`src/rtl/mmio_uart_tx.sv`:
```
// mmio_uart_tx: MMIO store sink that queues bytes and shifts them out as 8N1 UART (8E1 with MMIO_UART_TX_PARITY_EN).
// Latency: a byte accepted into an empty idle block pops one edge later; tx falls on that same edge.
// Backpressure: clk_stall = write_enabled && fifo_full; the store is held until a slot frees.

module sync_fifo #(
    parameter int WIDTH = 8,
    parameter int DEPTH = 4
) (
    input  logic                     clk,
    input  logic                     reset,
    input  logic                     push,
    input  logic [WIDTH-1:0]         push_dat,
    input  logic                     pop,
    output logic [WIDTH-1:0]         pop_dat,
    output logic                     full,
    output logic                     empty,
    output logic [$clog2(DEPTH):0]   count
);
    localparam int PW = $clog2(DEPTH);

    logic [WIDTH-1:0] mem [DEPTH];
    logic [PW-1:0]    wr_ptr;
    logic [PW-1:0]    rd_ptr;
    logic             do_push;
    logic             do_pop;

    assign do_push = push && !full;
    assign do_pop  = pop && !empty;
    assign full    = (count == (PW+1)'(DEPTH));
    assign empty   = (count == '0);
    assign pop_dat = mem[rd_ptr];

    // Power-of-two depth lets the pointers wrap by natural overflow.
    always_ff @(posedge clk) begin
        if (reset) begin
            wr_ptr <= '0;
            rd_ptr <= '0;
            count  <= '0;
        end else begin
            if (do_push) wr_ptr <= wr_ptr + 1'b1;
            if (do_pop)  rd_ptr <= rd_ptr + 1'b1;
            case ({do_push, do_pop})
                2'b10:   count <= count + 1'b1;
                2'b01:   count <= count - 1'b1;
                default: count <= count;
            endcase
        end
    end

    always_ff @(posedge clk) begin
        if (do_push) mem[wr_ptr] <= push_dat;
    end
endmodule

module mmio_uart_tx #(
    parameter int CLKS_PER_BIT = 16,
    parameter int FIFO_DEPTH   = 4
) (
    input  logic                          clk,
    input  logic                          reset,
    input  logic                          write_enabled,
    input  logic [7:0]                    write_value,
    output logic                          clk_stall,
    output logic                          tx,
    output logic                          busy,
    output logic                          fifo_full,
    output logic [$clog2(FIFO_DEPTH):0]   fifo_count
);
    localparam int BW = (CLKS_PER_BIT > 2) ? $clog2(CLKS_PER_BIT) : 1;
    localparam logic [BW-1:0] BAUD_LAST = BW'(CLKS_PER_BIT - 1);

    typedef enum logic [2:0] {
        IDLE   = 3'd0,
        START  = 3'd1,
        DATA   = 3'd2,
`ifdef MMIO_UART_TX_PARITY_EN
        PARITY = 3'd3,
`endif
        STOP   = 3'd4
    } state_t;

    state_t        state;
    state_t        state_next;
    logic [BW-1:0] baud_cnt;
    logic [2:0]    bit_idx;
    logic [7:0]    shift;
    logic [7:0]    shift_next;
    logic          baud_last;
    logic          fifo_empty;
    logic          fifo_pop;
    logic [7:0]    pop_dat;
    logic          tx_next;
`ifdef MMIO_UART_TX_PARITY_EN
    logic          parity_bit;
`endif

    sync_fifo #(
        .WIDTH (8),
        .DEPTH (FIFO_DEPTH)
    ) u_fifo (
        .clk      (clk),
        .reset    (reset),
        .push     (write_enabled),
        .push_dat (write_value),
        .pop      (fifo_pop),
        .pop_dat  (pop_dat),
        .full     (fifo_full),
        .empty    (fifo_empty),
        .count    (fifo_count)
    );

    assign clk_stall = write_enabled && fifo_full;
    assign busy      = (state != IDLE);
    assign baud_last = (baud_cnt == BAUD_LAST);

    always_ff @(posedge clk) begin
        if (reset) state <= IDLE;
        else       state <= state_next;
    end

    always_comb begin
        state_next = state;
        case (state)
            IDLE:  if (!fifo_empty) state_next = START;
            START: if (baud_last) state_next = DATA;
            DATA: begin
                if (baud_last && bit_idx == 3'd7) begin
`ifdef MMIO_UART_TX_PARITY_EN
                    state_next = PARITY;
`else
                    state_next = STOP;
`endif
                end
            end
`ifdef MMIO_UART_TX_PARITY_EN
            PARITY: if (baud_last) state_next = STOP;
`endif
            STOP: begin
                // Back-to-back frames: the next START follows the final stop cycle directly.
                if (baud_last) state_next = fifo_empty ? IDLE : START;
            end
            default: state_next = IDLE;
        endcase
    end

    always_comb begin
        fifo_pop = !fifo_empty && ((state == IDLE) || (state == STOP && baud_last));
        tx_next  = 1'b1;
        case (state_next)
            START:   tx_next = 1'b0;
            DATA:    tx_next = shift_next[0];
`ifdef MMIO_UART_TX_PARITY_EN
            PARITY:  tx_next = parity_bit;
`endif
            default: tx_next = 1'b1;
        endcase
    end

    always_comb begin
        shift_next = shift;
        if (fifo_pop)                     shift_next = pop_dat;
        else if (state == DATA && baud_last) shift_next = {1'b0, shift[7:1]};
    end

    // tx is registered from next-state values so it changes on the same edge as the state.
    always_ff @(posedge clk) begin
        if (reset) begin
            tx       <= 1'b1;
            shift    <= '0;
            baud_cnt <= '0;
            bit_idx  <= '0;
        end else begin
            tx    <= tx_next;
            shift <= shift_next;
            if (state == IDLE || baud_last) baud_cnt <= '0;
            else                            baud_cnt <= baud_cnt + 1'b1;
            if (state != DATA)   bit_idx <= '0;
            else if (baud_last)  bit_idx <= bit_idx + 1'b1;
        end
    end

`ifdef MMIO_UART_TX_PARITY_EN
    always_ff @(posedge clk) begin
        if (reset)         parity_bit <= 1'b0;
        else if (fifo_pop) parity_bit <= ^pop_dat;
    end
`endif
endmodule

```
`config.mk`:
```
export PLATFORM = sky130hd
export DESIGN_NAME = mmio_uart_tx
export DESIGN_NICKNAME = d
export VERILOG_FILES = /design/src/rtl/mmio_uart_tx.sv
export SDC_FILE = /design/constraint.sdc
export NUM_CORES = 1
export LEC_CHECK = 0
export ABC_AREA = 1
export BUFFER_PORTS_ARGS = -buffer_cell sky130_fd_sc_hd__buf_2
export CORE_MARGIN = 2
export CORE_UTILIZATION = 60
export CTS_CLUSTER_SIZE = 28
export DETAILED_ROUTE_END_ITERATION = 8
export GPL_TIMING_DRIVEN = 0
export HOLD_SLACK_MARGIN = 0.1
export PLACE_DENSITY = 0.79
export REMOVE_ABC_BUFFERS = 1
export SLEW_MARGIN = 20
export SYNTH_ARGS = -nofsm -noshare
export SYNTH_HDL_FRONTEND = slang
export SYNTH_SLANG_ARGS = --single-unit
```
`constraint.sdc`:
```
create_clock -name clk -period 6.2 [get_ports clk]
set_input_delay 0.62 -clock clk [delete_from_list [all_inputs] [get_ports clk]]
set_output_delay 0.62 -clock clk [all_outputs]
set_load 0.02 [all_outputs]
```
==> summary.txt <==
status: finished, final reports clean
final setup margin: 3.58 ns
Critical path origin: baud_cnt[0]
std cell rows: 23
Worst-Margin Slew: 0.790 ns
Max stage delay cell, worst path: nor2_4
Max Fclk: 381 MHz
diode count: 0
first-pass GRT wire length: 7.53 mm
mapped cell area: 2610 um^2
FF+latch count, synth: 60
max-slew violations: 0
initial antenna violation count: 0
CORE AREA: 4090 um^2
CTS tree: done
crit share post-route: 0.423
kind of critical path: reg -> reg
# hold bufs at CTS: 0
worst skew pair latency: 0.33 ns
P&R area growth vs syn: 11.1%
Die Footprint: 4890 um^2
setup TNS: 0 ns
Netlist cell types: 24
cell breakdown of the critical path: ha_1, nand3_4, nand2_4, inv_2, nor2_4, ha_1, inv_1, fa_1, a21oi_1, o21ai_0, o21ai_0, a21oi_1
switching power: 428 uW
synth warn: 0
Residual DRC: 0
I/O pins: 18
setup bufs post-CTS: 0
sw frac: 0.349
Sequential Power Share: 0.440
largest net degree at the start of global routing: 21
Clock Power Share: 0.274
Synth area leaders: edfxtp_1, dfxtp_1, nor2_1
Hold Violations, Final: 0
Initial DRC Count: 82
Yosys top cell area share: 0.369
pre-CTS WS: 3.69 ns
Clock Tree Root: clkbuf_8
number of CTS-inserted buffers: 9
area of the multi-input gates: 912 um^2
top_reg_cell synth: edfxtp_1
RR Startpoint: baud_cnt[0]
total grt overflow: 0
Avg Cell Area, Syn: 9.45 um^2
Largest stage delay, worst path: 0.39 ns
Data required, critical path: 6.41 ns
routed length per instance: 12.7 um
initial core utilization: 0.638
Int Pwr: 799 uW
fin nets: 317
CP max FO: 20
RSZ-0062 raised after global routing: false
vias per std cell: 5.24
register area: 1520 um^2
MaxCap Viol Count: 0
Detail Placement HPWL: 2.87 mm
CTS sink count: 60
min-delay src: shift[2]
die height: 69.9 um
Leak: 0.00116 uW
pwr/cell area: 424 nW/um^2
Slew HR: 0.472
count leader, synth: nor2_1
family with the most delay on the worst path: adder cells
# H-tree levels: 3
Comb pwr share: 0.285
vias in the first global route: 1,716
Filler Cell Count: 328
Clock Tree Buf Depth: 2
WL final: 4.48 mm
Crit path buffers/inverters: 2
Worst setup SP type: flop
post-CTS resize count: 0
Critical Path End Type: flop
IO Port Bufs: 17
final hold slack: 0.459 ns
final setup fails: 0
asr flop ratio synth: 0
GP Congestion: 0.924
Min-Delay Path Class: reg -> reg
register area share after synthesis: 0.583
minimum clock period: 2.62 ns
Arr. time, crit path: 2.83 ns
DIE WIDTH: 69.9 um
number of routed nets with antenna violations: 0
Layout Skew: 0.00698 ns
vias after detailed routing: 1,843
Post-Synthesis Cells: 276
drt first pass iters: 4
Worst-path clk slew: 0.07 ns
commonest cells in the netlist: nor2_1, nand2_1, edfxtp_1, inv_1, dfxtp_1
Total Routing Usage GR: 0.201
number of synthesized flops with an enable pin: 32
share of post-route cells with drive strength above 1: 0.146
worst vdd ir: 0.000262 V
post-synth top area cell: edfxtp_1
power by group through the flow:
stage	Combinational, uW	Sequential [uW]	Clock (uW)
floorplan	253	547	0
global placement	340	544	0
detailed placement	347	547	0
CTS	353	539	343
global route	408	547	360
finish	350	541	337
kinds of logic after synthesis:
| kind of cell | synth area share |
|---|---|
| AOI/OAI and AO/OA | 0.105 |
| and+or+nand+nor | 0.195 |
| xor gates and xnor gates | 0.00336 |
| adders and majority gates | 0.0461 |
| buffers and inverters | 0.0667 |
| DFF | 0.583 |
worst paths after layout:
check / to / slack, ns / cells past startpoint
worst max-delay path: u_fifo.count[2] / 3.58 / 12
worst min-delay path: shift[1] / 0.46 / 2
worst max register to register: u_fifo.count[2] / 3.58 / 12
worst min register to register: shift[1] / 0.46 / 2
sequential cells by signal (all words and copies together) (netlist names), named ones only:
name	cells
tx	1
u_fifo.count	3
baud_cnt	4
u_fifo.wr_ptr	2
bit_idx	3
state	3
u_fifo.rd_ptr	2
u_fifo.mem	32
shift	8
metrics by stage:
stage / total power (uW) / utilization / area (um^2) / cells
2_1_floorplan: 801 / - / 2560 / 269
3_3_place_gp: 884 / 0.662 / 2710 / 336
3_5_place_dp: 894 / 0.662 / 2710 / 336
4_1_cts: 1230 / 0.709 / 2900 / 352
5_1_grt: 1320 / 0.709 / 2900 / 352
6_report: 1230 / 0.709 / 2900 / 352
area by class of cell:
class	count	area share
clock inverters	5	0.0177
clock buffers	11	0.0488
multi-input cells	176	0.315
flip-flops and latches	60	0.525
well taps	50	0.0216
repair buffers	17	0.0294
inverters	33	0.0427
layer usage:
metal,vias to the layer above,global-route usage,share of wire
met5,-,0,0
li1,959,-,-
met4,0,0.113,0.016
met2,31,0.325,0.49
met3,7,0.0491,0.038
met1,846,0.247,0.45
layout by cell type (no fill, tap or decap), drive strengths merged:
cell / instances
nor2: 48
nand2: 43
inv: 33
edfxtp: 32
dfxtp: 28
a21oi: 28
o21ai: 23
nand3: 22
buf: 17
clkbuf: 11
ha: 8
clkinv: 3
xor2: 1
nor3b: 1
o21a: 1
fa: 1
bufinv: 1
clkinvlp: 1
worst reg2reg max path: stages, from the launching register on:
cell	delay [ns]
dfxtp_1	0.38
ha_1	0.27
nand3_4	0.16
nand2_4	0.09
inv_2	0.05
nor2_4	0.39
ha_1	0.23
inv_1	0.07
fa_1	0.38
a21oi_1	0.15
o21ai_0	0.12
o21ai_0	0.17
a21oi_1	0.06
Note: power is estimated with default switching activity, not from simulation.
